## src/rtl/lifo_frame_reverser_if.sv

```systemverilog
// Stream bundle for the frame reverser: one valid/ready input stream and one
// valid/ready output stream. The slave modport is the reverser's own view.
interface lifo_frame_reverser_if #(
  parameter int DATA_WIDTH = 8
);
  logic                  in_valid;
  logic                  in_ready;
  logic [DATA_WIDTH-1:0] in_data;
  logic                  in_last;
  logic                  out_valid;
  logic                  out_ready;
  logic [DATA_WIDTH-1:0] out_data;
  logic                  out_last;

  modport slave (
    input  in_valid, in_data, in_last, out_ready,
    output in_ready, out_valid, out_data, out_last
  );

  modport master (
    output in_valid, in_data, in_last, out_ready,
    input  in_ready, out_valid, out_data, out_last
  );
endinterface

```

## src/rtl/lifo_frame_reverser.sv

```systemverilog
// Frame reverser: pushes one last-delimited frame onto a stack, then pops it out
// in reverse order. Filling and draining never overlap.
module lifo_frame_reverser #(
  parameter int DATA_WIDTH = 8,
  parameter int DEPTH      = 16,
  parameter int ADDR_WIDTH = $clog2(DEPTH)
) (
  input  logic                  clk,
  input  logic                  rst,
  lifo_frame_reverser_if.slave  s,
  output logic                  overflow,
  output logic                  busy,
  output logic                  dbg_draining,
  output logic [ADDR_WIDTH:0]   dbg_count
);
  // Handshake: a word moves on a rising edge where valid && ready are both high.
  // valid never depends on ready, and a presented word is held until taken.

  typedef enum logic {FILL, DRAIN} state_t;

  localparam logic [ADDR_WIDTH:0] DEPTH_C = (ADDR_WIDTH + 1)'(DEPTH);
  localparam logic [ADDR_WIDTH:0] ONE_C   = (ADDR_WIDTH + 1)'(1);

  state_t                state_q, state_d;
  logic [ADDR_WIDTH:0]   count_q, count_d;
  logic                  overflow_d;
  logic                  push;
  logic [ADDR_WIDTH-1:0] wr_addr;
  logic [ADDR_WIDTH-1:0] rd_addr;
  logic [DATA_WIDTH-1:0] mem [DEPTH];

  // Low bits of count address the stack; count==DEPTH wraps to the top entry.
  assign wr_addr = count_q[ADDR_WIDTH-1:0];
  assign rd_addr = count_q[ADDR_WIDTH-1:0] - ADDR_WIDTH'(1);

  always_comb begin
    state_d     = state_q;
    count_d     = count_q;
    overflow_d  = 1'b0;
    push        = 1'b0;
    s.in_ready  = 1'b0;
    s.out_valid = 1'b0;
    s.out_data  = '0;
    s.out_last  = 1'b0;
    case (state_q)
      FILL: begin
        s.in_ready = (count_q < DEPTH_C);
        push       = s.in_valid && s.in_ready;
        if (push) begin
          count_d = count_q + ONE_C;
          if (s.in_last) begin
            state_d = DRAIN;
          end else if (count_d == DEPTH_C) begin
            state_d    = DRAIN;
            overflow_d = 1'b1;
          end
        end
      end
      DRAIN: begin
        s.out_valid = 1'b1;
        s.out_data  = mem[rd_addr];
        s.out_last  = (count_q == ONE_C);
        if (s.out_ready) begin
          count_d = count_q - ONE_C;
          if (s.out_last) state_d = FILL;
        end
      end
    endcase
  end

  always_ff @(posedge clk or posedge rst) begin
    if (rst) begin
      state_q  <= FILL;
      count_q  <= '0;
      overflow <= 1'b0;
    end else begin
      state_q  <= state_d;
      count_q  <= count_d;
      overflow <= overflow_d;
    end
  end

  // Stack storage is deliberately not reset.
  always_ff @(posedge clk) begin
    if (push) mem[wr_addr] <= s.in_data;
  end

  assign busy         = (state_q == DRAIN) || (count_q != '0);
  assign dbg_draining = (state_q == DRAIN);
  assign dbg_count    = count_q;
endmodule

```

## src/flat_wrapper.sv

```systemverilog
// flat-port wrapper written by rule: the top's interface ports become plain ports
module lifo_frame_reverser_flat 
#(
  parameter int DATA_WIDTH = 8,
  parameter int DEPTH      = 16,
  parameter int ADDR_WIDTH = $clog2(DEPTH)
)
  (clk, rst, overflow, busy, dbg_draining, dbg_count, s_in_valid, s_in_data, s_in_last, s_out_ready, s_in_ready, s_out_valid, s_out_data, s_out_last);
  lifo_frame_reverser_if #(.DATA_WIDTH(DATA_WIDTH)) s_i ();
  input  logic clk;
  input  logic rst;
  output logic overflow;
  output logic busy;
  output logic dbg_draining;
  output logic [ADDR_WIDTH:0] dbg_count;
  input wire logic [$bits(s_i.in_valid)-1:0] s_in_valid;
  input wire logic [$bits(s_i.in_data)-1:0] s_in_data;
  input wire logic [$bits(s_i.in_last)-1:0] s_in_last;
  input wire logic [$bits(s_i.out_ready)-1:0] s_out_ready;
  output wire logic [$bits(s_i.in_ready)-1:0] s_in_ready;
  output wire logic [$bits(s_i.out_valid)-1:0] s_out_valid;
  output wire logic [$bits(s_i.out_data)-1:0] s_out_data;
  output wire logic [$bits(s_i.out_last)-1:0] s_out_last;
  assign s_i.in_valid = s_in_valid;
  assign s_i.in_data = s_in_data;
  assign s_i.in_last = s_in_last;
  assign s_i.out_ready = s_out_ready;
  assign s_in_ready = s_i.in_ready;
  assign s_out_valid = s_i.out_valid;
  assign s_out_data = s_i.out_data;
  assign s_out_last = s_i.out_last;
  lifo_frame_reverser #(.DATA_WIDTH(DATA_WIDTH), .DEPTH(DEPTH), .ADDR_WIDTH(ADDR_WIDTH)) u_core (.clk(clk), .rst(rst), .s(s_i), .overflow(overflow), .busy(busy), .dbg_draining(dbg_draining), .dbg_count(dbg_count));
endmodule
```

## config.mk

```make
export PLATFORM = sky130hd
export DESIGN_NAME = lifo_frame_reverser_flat
export DESIGN_NICKNAME = d
export VERILOG_FILES = /design/src/rtl/lifo_frame_reverser_if.sv /design/src/rtl/lifo_frame_reverser.sv /design/src/flat_wrapper.sv
export SDC_FILE = /design/constraint.sdc
export NUM_CORES = 1
export LEC_CHECK = 0
export ABC_AREA = 0
export CAP_MARGIN = 15
export CORE_ASPECT_RATIO = 1.4
export CORE_MARGIN = 3
export CORE_UTILIZATION = 59
export DETAILED_ROUTE_END_ITERATION = 12
export PLACE_DENSITY = 0.81
export SLEW_MARGIN = 20
export SYNTH_ARGS = -nofsm -noshare
export SYNTH_HDL_FRONTEND = slang
export SYNTH_SLANG_ARGS = --single-unit
```

## constraint.sdc

```tcl
create_clock -name clk -period 3.68 [get_ports clk]
set_clock_uncertainty 0.1 [all_clocks]
set_input_delay 0.736 -clock clk [delete_from_list [all_inputs] [get_ports clk]]
set_output_delay 0.736 -clock clk [all_outputs]
set_load 0.03 [all_outputs]
```

==> run summary <==
Status -> finished clean
Max Cap Viol -> 0
GP Congestion -> 0.862
Cell Area, Synth -> 0.00565 mm^2
GR peak layer -> met2
Worst-margin pin slew -> 0.595 ns
Post-Synth XOR/XNOR Area -> 1.26%
RSZ-0062 raised after global routing -> no
Seq/Total Area, Yosys -> 71.2%
CTS max path bufs -> 2
CP endpoint kind -> primary output
CTS root buf -> clkbuf_16
Clock Pin Slew Worst Setup and Hold Paths -> 0.06 ns
Overflow after GRT -> 0
Antenna Cells -> 0
Worst hold path class -> in -> async
Fin. Hold Viols -> 0
Min Tclk post-route -> 3.55 ns
Crit-path max FO -> 13
Die area -> 0.0108 mm^2
Crit path kind -> reg -> out
H-tree levels -> 4
Pwr dens -> 873 mW/mm^2
Final wirelength -> 12,400 um
GR Util met2 -> 40.9%
Core area -> 0.00918 mm^2
Worst vdd ir -> 429 uV
Die height -> 122 um
Gate Count Post-Synth -> 279
CTS Buf Count -> 17
Antenna violations before repair -> 0
Largest net degree at the start of global routing -> 23
Num rows -> 41
M3 GR Usage -> 6.90%
DRT Pass-1 Iters -> 7
Pleak -> 2.38 nW
Period utilisation layout -> 96.5%
Wire per inst -> 27.1 um
Most frequent cells in the layout -> 128 x edfxtp_1, 27 x buf_4, 23 x clkdlybuf4s50_1
Post-route setup slack -> 0.128 ns
Post-synthesis mux area share -> 17.0%
Routed Antenna Nets -> 0
Fmax -> 282 MHz
Data arrival, critical path -> 2.72 ns
R2R Path End -> u_core.mem[13][4]$_DFFE_PP_
Setup-failing EPs final -> 0
Crit path launch type -> register
Mapped Avg Cell Area -> 20.2 um^2
Largest family of logic cells by synthesized area -> multiplexers
Layout cell share with drive strength beyond 1 -> 22.9%
Adder-cell share of the synthesized area -> 1.33%
Hold Buf Count CTS -> 0
R2r startpoint -> u_core.dbg_draining$_DFF_PP0_
I/O pins -> 32
Syn Nets -> 298
Die Wd -> 88.7 um
R2R depth -> 5
Commonest non-fill, non-tap cell in the layout -> edfxtp_1
Synth warn -> 0
Count of different cell masters after synthesis -> 36
Vias in the first global route -> 2,994
Postcts setup bufs -> 0
#FFs+latches synth -> 135
Area growth syn-to-layout -> 18.4%
Vias after detailed routing -> 2,932
Total track usage -> 24.8%
# DRC -> 0
Post-Synth Simple-Gate Area -> 3.68%
Max-Slew Margin vs Limit -> 60.2%
Complex-gate fraction of the synthesized area -> 2.35%
CP Data Required Time -> 2.84 ns
Clock sink count -> 135
CTS tree -> done
Iter 0 DRT Violations -> 286
First-pass GRT wire length -> 18,000 um
Met1 Use GR -> 30.1%
Setup TNS -> 0 ns
Via-to-Cell Ratio -> 6.42
Layout fillers -> 523
Initial core utilization -> 61.5%
Final net count -> 356
Post-DP HPWL -> 7630 um
R2r setup slk -> 1.25 ns
Max-slew violation count -> 0
Worst-skew pair later-pin latency -> 0.41 ns
Port buffer count -> 31
Pre-CTS WS -> 0.451 ns
[routing by layer]
| layer | vias to the layer above | part of all wire (%) |
|---|---|---|
| met2 | 133 | 53 |
| met1 | 1514 | 37 |
| met3 | 26 | 6.4 |
| li1 | 1259 | - |
| met5 | - | 0 |
| met4 | 0 | 3.1 |
[critical path, stage by stage (launching register included)]
cell	delay, ns
dfrtp_2	0.45
inv_1	0.12
ha_1	0.33
buf_4	0.26
buf_6	0.22
mux4_1	0.32
mux2i_1	0.28
o22ai_1	0.14
buf_4	0.19
[flip-flops by register name, indices dropped and copies added (netlist names)]
name	cells
u_core.dbg_draining	1
u_core.mem	128
u_core.overflow	1
u_core.dbg_count	5
[through the flow]
step                      cells  instance area (um^2)  hold slack, ns  power, mW  utilization (%)
after floorplan             279                  5650           0.439       3.60                -
after global placement      425                  6090           0.604       4.15             66.3
after detailed placement    425                  6090           0.598       4.21             66.3
after CTS                   457                  6670           0.466       5.84             72.7
after global routing        457                  6690           0.483       6.06             72.8
final                       457                  6690           0.465       5.84             72.8
[logic make-up after synthesis]
group,count (synthesis)
fa+ha+maj,6
compound gates,19
simple gates,44
buf+inv,20
mux,49
flops,135
xor+xnor,6
[worst max path at each step]
stage	start	endpoint	slack, ns	cells past startpoint
6_report	u_core.dbg_count[1]$_DFFE_PP0P_	s_out_data[2]	0.13	8
4_1_cts	u_core.dbg_count[1]$_DFFE_PP0P_	s_out_data[2]	0.009	8
3_5_place_dp	u_core.dbg_count[1]$_DFFE_PP0P_	s_out_data[5]	0.45	7
2_1_floorplan	u_core.dbg_count[0]$_DFFE_PP0P_	s_out_data[0]	0.44	9
5_1_grt	u_core.dbg_count[1]$_DFFE_PP0P_	s_out_data[2]	0.04	8
3_3_place_gp	u_core.dbg_count[1]$_DFFE_PP0P_	s_out_data[5]	0.53	7
[area by class of cell]
class                           instances  area [um^2]  area share (%)
Tap cell                              107          134            2.00
Sequential cell                       135         4020            60.2
Clock buffer                           17          425            6.36
Inverter                                5         18.8           0.281
Clock inverter                         15          155            2.32
Multi-Input combinational cell        124         1450            21.7
Timing Repair Buffer                   54          478            7.15
[cell usage after synthesis (all sizes together)]
| cell type | instances | share of area, % |
|---|---|---|
| nand4 | 1 | 0.11 |
| nor2 | 22 | 1.5 |
| nor2b | 1 | 0.11 |
| a21oi | 4 | 0.35 |
| inv | 5 | 0.33 |
| dfrtp | 7 | 3.1 |
| buf | 11 | 2.0 |
| clkbuf | 4 | 0.82 |
| edfxtp | 128 | 68 |
| o22ai | 8 | 0.89 |
| a31oi | 1 | 0.11 |
| mux2i | 17 | 3.0 |
| o21ai | 3 | 0.27 |
| xor2 | 4 | 0.95 |
| nand3 | 2 | 0.18 |
| nand2b | 3 | 0.33 |
| and3 | 2 | 0.22 |
| nand2 | 8 | 0.58 |
| and4b | 2 | 0.38 |
| or2 | 2 | 0.22 |
| ha | 6 | 1.3 |
| mux4 | 32 | 14 |
| o31a | 1 | 0.16 |
| xnor2 | 2 | 0.31 |
| o32ai | 2 | 0.58 |
| nor3 | 1 | 0.089 |
[repair_timing]
action / in CTS / in global routing
cloned: 0 / 0
endpoints found under the hold margin: 0 / 0
endpoints found under the setup margin: 1 / 6
resized for setup: 1 / 5
[where the power goes]
part | switching (mW) | internal [mW] | total, mW
Clock | 0.632 | 0.998 | 1.63
Sequential | 0.0971 | 1.74 | 1.84
Combinational | 1.34 | 1.03 | 2.37
Total | 2.07 | 3.76 | 5.84
Power figures use the tool's default switching activity.
